### config.mk
export PLATFORM = sky130hd
export DESIGN_NAME = ext_share_arbiter_flat
export DESIGN_NICKNAME = d
export VERILOG_FILES = /design/src/rtl/ext_share_arbiter_pkg.sv /design/src/rtl/ext_share_arbiter_if.sv /design/src/rtl/ext_rr_arbiter.sv /design/src/rtl/ext_share_arbiter.sv /design/src/flat_wrapper.sv
export SDC_FILE = /design/constraint.sdc
export NUM_CORES = 1
export LEC_CHECK = 0
export CORE_MARGIN = 2
export CORE_UTILIZATION = 40
export CTS_CLUSTER_SIZE = 24
export DETAILED_ROUTE_END_ITERATION = 10
export PLACE_DENSITY = 0.73
export SKIP_CTS_REPAIR_TIMING = 1
export SLEW_MARGIN = 20
export SYNTH_ARGS = -nofsm -noshare
export SYNTH_HDL_FRONTEND = slang
export SYNTH_SLANG_ARGS = --single-unit
### constraint.sdc
create_clock -name clk_i -period 3.4 [get_ports clk_i]
set_clock_uncertainty 0.2 [all_clocks]
set_input_delay 0.68 -clock clk_i [delete_from_list [all_inputs] [get_ports clk_i]]
set_output_delay 0.68 -clock clk_i [all_outputs]
set_load 0.02 [all_outputs]
### src/rtl/ext_share_arbiter_pkg.sv
// Shared constants for the extension-sharing arbiter: extension mode encodings and
// performance counter width.
package ext_share_arbiter_pkg;

    localparam logic [1:0] EXT_MODE_SEXT = 2'b00;
    localparam logic [1:0] EXT_MODE_ZEXT = 2'b01;
    localparam logic [1:0] EXT_MODE_LUI  = 2'b10;
    localparam logic [1:0] EXT_MODE_BOFF = 2'b11;

    localparam int EXT_PERF_W = 32;

    typedef logic [31:0] ext_word_t;

endpackage

### src/rtl/ext_share_arbiter_if.sv
// Request/response bundle between the cores and the shared extension unit.
// slave = the arbiter, master = the core side.
interface ext_share_arbiter_if #(
    parameter int NUM_REQ = 2,
    parameter int ID_W    = 1
);

    logic [NUM_REQ-1:0]    req_valid_i;
    logic [NUM_REQ-1:0]    req_ready_o;
    logic [16*NUM_REQ-1:0] req_data_i;
    logic [2*NUM_REQ-1:0]  req_mode_i;
    logic [NUM_REQ-1:0]    resp_valid_o;
    logic [31:0]           resp_data_o;
    logic [ID_W-1:0]       resp_id_o;
    logic [NUM_REQ-1:0]    resp_ready_i;

    modport slave (
        input  req_valid_i,
        input  req_data_i,
        input  req_mode_i,
        input  resp_ready_i,
        output req_ready_o,
        output resp_valid_o,
        output resp_data_o,
        output resp_id_o
    );

    modport master (
        output req_valid_i,
        output req_data_i,
        output req_mode_i,
        output resp_ready_i,
        input  req_ready_o,
        input  resp_valid_o,
        input  resp_data_o,
        input  resp_id_o
    );

endinterface

### src/rtl/ext_rr_arbiter.sv
// Round-robin arbiter: grants the first requester after the last winner, one per enabled cycle.
// Owns the pointer; reset points at the last core so core 0 wins first.
module ext_rr_arbiter #(
    parameter int NUM_REQ = 2,
    parameter int ID_W    = 1
) (
    input  logic               clk_i,
    input  logic               rst_i,
    input  logic [NUM_REQ-1:0] req,
    input  logic               enable,
    output logic [NUM_REQ-1:0] grant,
    output logic [ID_W-1:0]    grant_idx,
    output logic               grant_valid
);

    logic [ID_W-1:0]    ptr_q;
    logic [NUM_REQ-1:0] pick;
    logic               found;
    int                 cand;

    always_comb begin
        pick      = '0;
        grant_idx = '0;
        found     = 1'b0;
        cand      = 0;
        for (int i = 0; i < NUM_REQ; i++) begin
            cand = int'(ptr_q) + i + 1;
            if (cand >= NUM_REQ) begin
                cand = cand - NUM_REQ;
            end
            for (int j = 0; j < NUM_REQ; j++) begin
                if (!found && cand == j && req[j]) begin
                    found     = 1'b1;
                    pick[j]   = 1'b1;
                    grant_idx = ID_W'(j);
                end
            end
        end
    end

    always_comb begin
        grant       = enable ? pick : '0;
        grant_valid = enable && found;
    end

    always_ff @(posedge clk_i) begin
        if (rst_i) begin
            ptr_q <= ID_W'(NUM_REQ - 1);
        end else if (grant_valid) begin
            ptr_q <= grant_idx;
        end
    end

endmodule

### src/rtl/ext_share_arbiter.sv
// One immediate-extension datapath shared by NUM_REQ cores behind a round-robin arbiter and a
// single tagged response stage. Define EXT_SHARE_PERF_EN to add per-core grant/stall counters.
module ext_share_arbiter
    import ext_share_arbiter_pkg::*;
#(
    parameter int NUM_REQ = 2,
    parameter int ID_W    = 1
) (
    input  logic                          clk_i,
    input  logic                          rst_i,
`ifdef EXT_SHARE_PERF_EN
    output logic [EXT_PERF_W*NUM_REQ-1:0] perf_grant_o,
    output logic [EXT_PERF_W-1:0]         perf_stall_o,
`endif
    ext_share_arbiter_if.slave            bus
);

    logic               stage_valid_q;
    ext_word_t          stage_data_q;
    logic [ID_W-1:0]    stage_id_q;

    logic [NUM_REQ-1:0] resp_valid;
    logic [NUM_REQ-1:0] grant;
    logic [ID_W-1:0]    grant_idx;
    logic               grant_valid;
    logic               free;
    logic               enable;
    logic [15:0]        sel_data;
    logic [1:0]         sel_mode;
    ext_word_t          ext_result;

    always_comb begin
        resp_valid = '0;
        for (int j = 0; j < NUM_REQ; j++) begin
            resp_valid[j] = stage_valid_q && (stage_id_q == ID_W'(j));
        end
    end

    // Only the owner's ready can drain the stage; others are masked by resp_valid.
    always_comb begin
        free   = !stage_valid_q || (|(bus.resp_ready_i & resp_valid));
        enable = free && !rst_i;
    end

    ext_rr_arbiter #(
        .NUM_REQ (NUM_REQ),
        .ID_W    (ID_W)
    ) u_arb (
        .clk_i       (clk_i),
        .rst_i       (rst_i),
        .req         (bus.req_valid_i),
        .enable      (enable),
        .grant       (grant),
        .grant_idx   (grant_idx),
        .grant_valid (grant_valid)
    );

    always_comb begin
        sel_data = '0;
        sel_mode = '0;
        for (int j = 0; j < NUM_REQ; j++) begin
            if (grant_idx == ID_W'(j)) begin
                sel_data = bus.req_data_i[16*j +: 16];
                sel_mode = bus.req_mode_i[2*j +: 2];
            end
        end
    end

    always_comb begin
        ext_result = '0;
        case (sel_mode)
            EXT_MODE_SEXT: ext_result = {{16{sel_data[15]}}, sel_data};
            EXT_MODE_ZEXT: ext_result = {16'h0000, sel_data};
            EXT_MODE_LUI:  ext_result = {sel_data, 16'h0000};
            EXT_MODE_BOFF: ext_result = {{14{sel_data[15]}}, sel_data, 2'b00};
            default:       ext_result = '0;
        endcase
    end

    always_ff @(posedge clk_i) begin
        if (rst_i) begin
            stage_valid_q <= 1'b0;
            stage_data_q  <= '0;
            stage_id_q    <= '0;
        end else if (grant_valid) begin
            stage_valid_q <= 1'b1;
            stage_data_q  <= ext_result;
            stage_id_q    <= grant_idx;
        end else if (free) begin
            stage_valid_q <= 1'b0;
        end
    end

    assign bus.req_ready_o  = grant;
    assign bus.resp_valid_o = resp_valid;
    assign bus.resp_data_o  = stage_data_q;
    assign bus.resp_id_o    = stage_id_q;

`ifdef EXT_SHARE_PERF_EN
    logic [EXT_PERF_W-1:0] grant_cnt_q [NUM_REQ];
    logic [EXT_PERF_W-1:0] stall_cnt_q;
    logic                  stall;

    assign stall = (|bus.req_valid_i) && !free;

    always_ff @(posedge clk_i) begin
        if (rst_i) begin
            for (int j = 0; j < NUM_REQ; j++) begin
                grant_cnt_q[j] <= '0;
            end
            stall_cnt_q <= '0;
        end else begin
            for (int j = 0; j < NUM_REQ; j++) begin
                if (grant[j] && grant_cnt_q[j] != '1) begin
                    grant_cnt_q[j] <= grant_cnt_q[j] + EXT_PERF_W'(1);
                end
            end
            if (stall && stall_cnt_q != '1) begin
                stall_cnt_q <= stall_cnt_q + EXT_PERF_W'(1);
            end
        end
    end

    always_comb begin
        perf_grant_o = '0;
        for (int j = 0; j < NUM_REQ; j++) begin
            perf_grant_o[EXT_PERF_W*j +: EXT_PERF_W] = grant_cnt_q[j];
        end
    end

    assign perf_stall_o = stall_cnt_q;
`endif

endmodule

### src/flat_wrapper.sv
// flat-port wrapper written by rule: the top's interface ports become plain ports
module ext_share_arbiter_flat import ext_share_arbiter_pkg::*;
#(
    parameter int NUM_REQ = 2,
    parameter int ID_W    = 1
)
  (clk_i, rst_i, bus_req_valid_i, bus_req_data_i, bus_req_mode_i, bus_resp_ready_i, bus_req_ready_o, bus_resp_valid_o, bus_resp_data_o, bus_resp_id_o);
  ext_share_arbiter_if #(.NUM_REQ(NUM_REQ), .ID_W(ID_W)) bus_i ();
  input  logic clk_i;
  input  logic rst_i;
  input wire logic [$bits(bus_i.req_valid_i)-1:0] bus_req_valid_i;
  input wire logic [$bits(bus_i.req_data_i)-1:0] bus_req_data_i;
  input wire logic [$bits(bus_i.req_mode_i)-1:0] bus_req_mode_i;
  input wire logic [$bits(bus_i.resp_ready_i)-1:0] bus_resp_ready_i;
  output wire logic [$bits(bus_i.req_ready_o)-1:0] bus_req_ready_o;
  output wire logic [$bits(bus_i.resp_valid_o)-1:0] bus_resp_valid_o;
  output wire logic [$bits(bus_i.resp_data_o)-1:0] bus_resp_data_o;
  output wire logic [$bits(bus_i.resp_id_o)-1:0] bus_resp_id_o;
  assign bus_i.req_valid_i = bus_req_valid_i;
  assign bus_i.req_data_i = bus_req_data_i;
  assign bus_i.req_mode_i = bus_req_mode_i;
  assign bus_i.resp_ready_i = bus_resp_ready_i;
  assign bus_req_ready_o = bus_i.req_ready_o;
  assign bus_resp_valid_o = bus_i.resp_valid_o;
  assign bus_resp_data_o = bus_i.resp_data_o;
  assign bus_resp_id_o = bus_i.resp_id_o;
  ext_share_arbiter #(.NUM_REQ(NUM_REQ), .ID_W(ID_W)) u_core (.clk_i(clk_i), .rst_i(rst_i), .bus(bus_i));
endmodule
==> flow_summary.yaml <==
clock_tree:
  h-tree-depth: 2
  cts.sinks: 35
  clk_latency_ps: 280
  cts-root-buf: "clkbuf_8"
  tritoncts: "built"
  cts_made_buffers: 5
  clock_path_buffers: 2
  clk_pin_slew_worst_paths_ps: 70
detailed_routing:
  wl_um: 5980
  drt_iter0_drc: 172
  vias: 2033
  dr.pass1.iters: 4
  wl_per_cell_um: 16.2
  ant_nets: 0
  viasPerCell: 5.51
  drc_errors: 0
layout:
  synthToLayoutAreaGrowth_pct: 45.1
  final_nets: 344
  diodes: 0
  n_fill_cell: 461
  multiInputGateArea_sq_um: 1200
  register_area_sq_um: 701
  final_cell_area_sq_um: 2930
  drive_gt1_share_pct: 11.6
synthesis:
  syn_area_sq_um: 2020
  synth_flop_cell: "dfxtp_1"
  yosysTopAreaCellShare_pct: 34.7
  synth_seq_cells: 35
  yosys.area.top_type: "dfxtp_1"
  synthesis.nets: 271
  yosys-top-cells-count: "35 x dfxtp_1, 24 x nor3b_1, 21 x nand2_1, 18 x nand3_1, 17 x o21ai_0"
  netlist_instances: 229
  ys_warn_count: 0
  async_flop_share_pct: 0
  seq_area_frac_synth_pct: 34.7
  synth_edf_count: 0
  synth.top_cells.by_area: "dfxtp_1 35%, nor3b_1 8.9%, mux2_2 6.7%, a221o_1 5.0%, mux2i_1 5.0%"
  syn_avg_cell_area_sq_um: 8.82
  yosysMostFrequentCell: "dfxtp_1"
  synth_cell_types: 36
setup_path:
  cp_max_fo: 3
  rr_endpoint: "u_core.bus.resp_data_o[23]$_SDFFE_PP0P_"
  path_cells: "clkdlybuf4s50_1, mux2i_1, a21oi_1, and2_1, clkdlybuf4s50_1"
  cp.depth: 5
  crit_slowest_cell: "clkdlybuf4s50_1"
  crit_path_end_kind: "output port"
  worst-path-buf-inv: 2
  worst-endpoint-required_ps: 2520
  rr_startpoint: "u_core.bus.resp_id_o$_SDFFE_PP0P_"
  max_stage_delay_ps: 610
  crit_type: "input port to output port"
  crit_end: "bus_req_ready_o[1]"
  cpMostUsedCell: "clkdlybuf4s50_1"
  reg2reg_depth: 5
  r2r_slack_ps: 1180
  arrival_ps: 2170
  crit_start: "bus_resp_ready_i[1]"
  start_kind: "input port"
  cp_top_family: "buffers and inverters"
hold_path:
  worst_hold_path_type: "register to register"
power:
  power_leakage_uw: 0.00106
  power_density_nw_per_um2: 395
  vdd_drop_max_mv: 0.254
floorplanning:
  die_w_um: 75.1
  dieArea_sq_um: 5640
  start_util_pct: 42.2
  ioPinCount: 79
  fp-row-count: 25
  placeableCoreArea_sq_um: 4790
  fp.dieH_um: 75.1
timing:
  post-route-period-util_pct: 89.9
  hold_viol_final: 0
  drv_slew: 0
  max_slew_margin_pct: 58.8
  finalCriticalPeriod_ps: 3050
  setup-tns-final_ps: 0
  worstMarginPinSlew_ps: 616
  setup_viol: 0
  rsz0062_at_grt: "no"
  fmax_ghz: 0.327
global_routing:
  grt_usage_pct: 21.9
  grt_pass1_wl_um: 9350
  grt_pass1_vias: 1914
  antenna_found_initial: 0
  grt_overflow_total: 0
  grt_max_degree: 32
placed_design:
  io_buffer_count: 78
  placed_cell_area_sq_um: 2840
  place_congestion: 0.812
  dp_hpwl_um: 4250
run:
  cap_violations: 0
outcome:
  outcome: "complete, no violations"
-- routing by layer --
layer	vias to the layer above	share of wire, %	global-route usage, %	routed length [um]
met4	0	1.1	4.56	67
met2	84	44	31.7	2640
met3	6	7.9	7.23	470
met5	-	0	0	0
li1	994	-	-	-
met1	949	47	31.7	2800
-- cell type report --
cell class | count | area share (%)
Clock buffer | 6 | 2.82
Clock inverter | 1 | 0.171
Inverter | 1 | 0.128
Multi-Input combinational cell | 171 | 40.9
Sequential cell | 35 | 23.9
Tap cell | 67 | 2.86
Timing Repair Buffer | 88 | 29.2
-- power breakdown --
group | internal, uW | switching [uW]
combinational | 191 | 188
sequential | 451 | 23.8
clock | 159 | 147
-- worst min path at each step --
stage | cells past startpoint | slack [ps] | startpoint | to
6_report | 2 | 250 | u_core.bus.resp_data_o[0]$_SDFFE_PP0P_ | u_core.bus.resp_data_o[0]$_SDFFE_PP0P_
5_1_grt | 2 | 280 | u_core.bus.resp_data_o[0]$_SDFFE_PP0P_ | u_core.bus.resp_data_o[0]$_SDFFE_PP0P_
4_1_cts | 2 | 260 | u_core.bus.resp_data_o[0]$_SDFFE_PP0P_ | u_core.bus.resp_data_o[0]$_SDFFE_PP0P_
3_5_place_dp | 2 | 250 | u_core.bus.resp_data_o[0]$_SDFFE_PP0P_ | u_core.bus.resp_data_o[0]$_SDFFE_PP0P_
3_3_place_gp | 2 | 240 | u_core.bus.resp_data_o[0]$_SDFFE_PP0P_ | u_core.bus.resp_data_o[0]$_SDFFE_PP0P_
2_1_floorplan | 2 | 310 | u_core.stage_valid_q$_SDFFE_PP0P_ | u_core.stage_valid_q$_SDFFE_PP0P_
-- worst min-delay path, stage by stage (launching register included) --
cell     delay, ps
dfxtp_1        310
nand2_1         50
a21oi_1         50
-- cell usage in the layout, fill, tap and decap left out, types with 2 or more instances in the layout --
cell type,instances
a211o_1,2
a211oi_1,3
a21oi_1,5
a221o_1,10
a31oi_1,12
and2_1,2
and3_1,7
buf_4,10
clkbuf_8,6
clkdlybuf4s50_1,78
dfxtp_1,35
mux2_2,12
mux2i_1,10
nand2_1,21
nand3_1,18
nand3b_1,8
nor2b_1,3
nor3b_1,24
o211ai_1,2
o21ai_0,17
xor2_1,2
-- cells by family after synthesis --
logic type	after synthesis	synth area share (%)
buffers and inverters	23	5.94
AO/OA/AOI/OAI	56	19.7
AND/OR/NAND/NOR	90	26.4
multiplexers	23	12.4
flip-flops	35	34.7
XOR/XNOR	2	0.867
-- sequential cells by signal, summed over array words and instances (netlist names) --
signal / count
u_core.bus.resp_data_o: 32
u_core.bus.resp_id_o: 1
u_core.stage_valid_q: 1
u_core.u_arb.ptr_q: 1
-- per-stage QoR --
| stage | cells | utilization, % | hold WS [ps] | power (uW) | setup slack, ps |
|---|---|---|---|---|---|
| floorplan | 229 | - | 306 | 690 | 920 |
| global placement | 362 | 59.4 | 242 | 858 | 331 |
| detailed placement | 362 | 59.4 | 246 | 859 | 337 |
| CTS | 369 | 61.3 | 255 | 1160 | 329 |
| global route | 369 | 61.3 | 283 | 1210 | 183 |
| finish | 369 | 61.3 | 254 | 1160 | 345 |
Note: power is estimated with default switching activity, not from simulation.
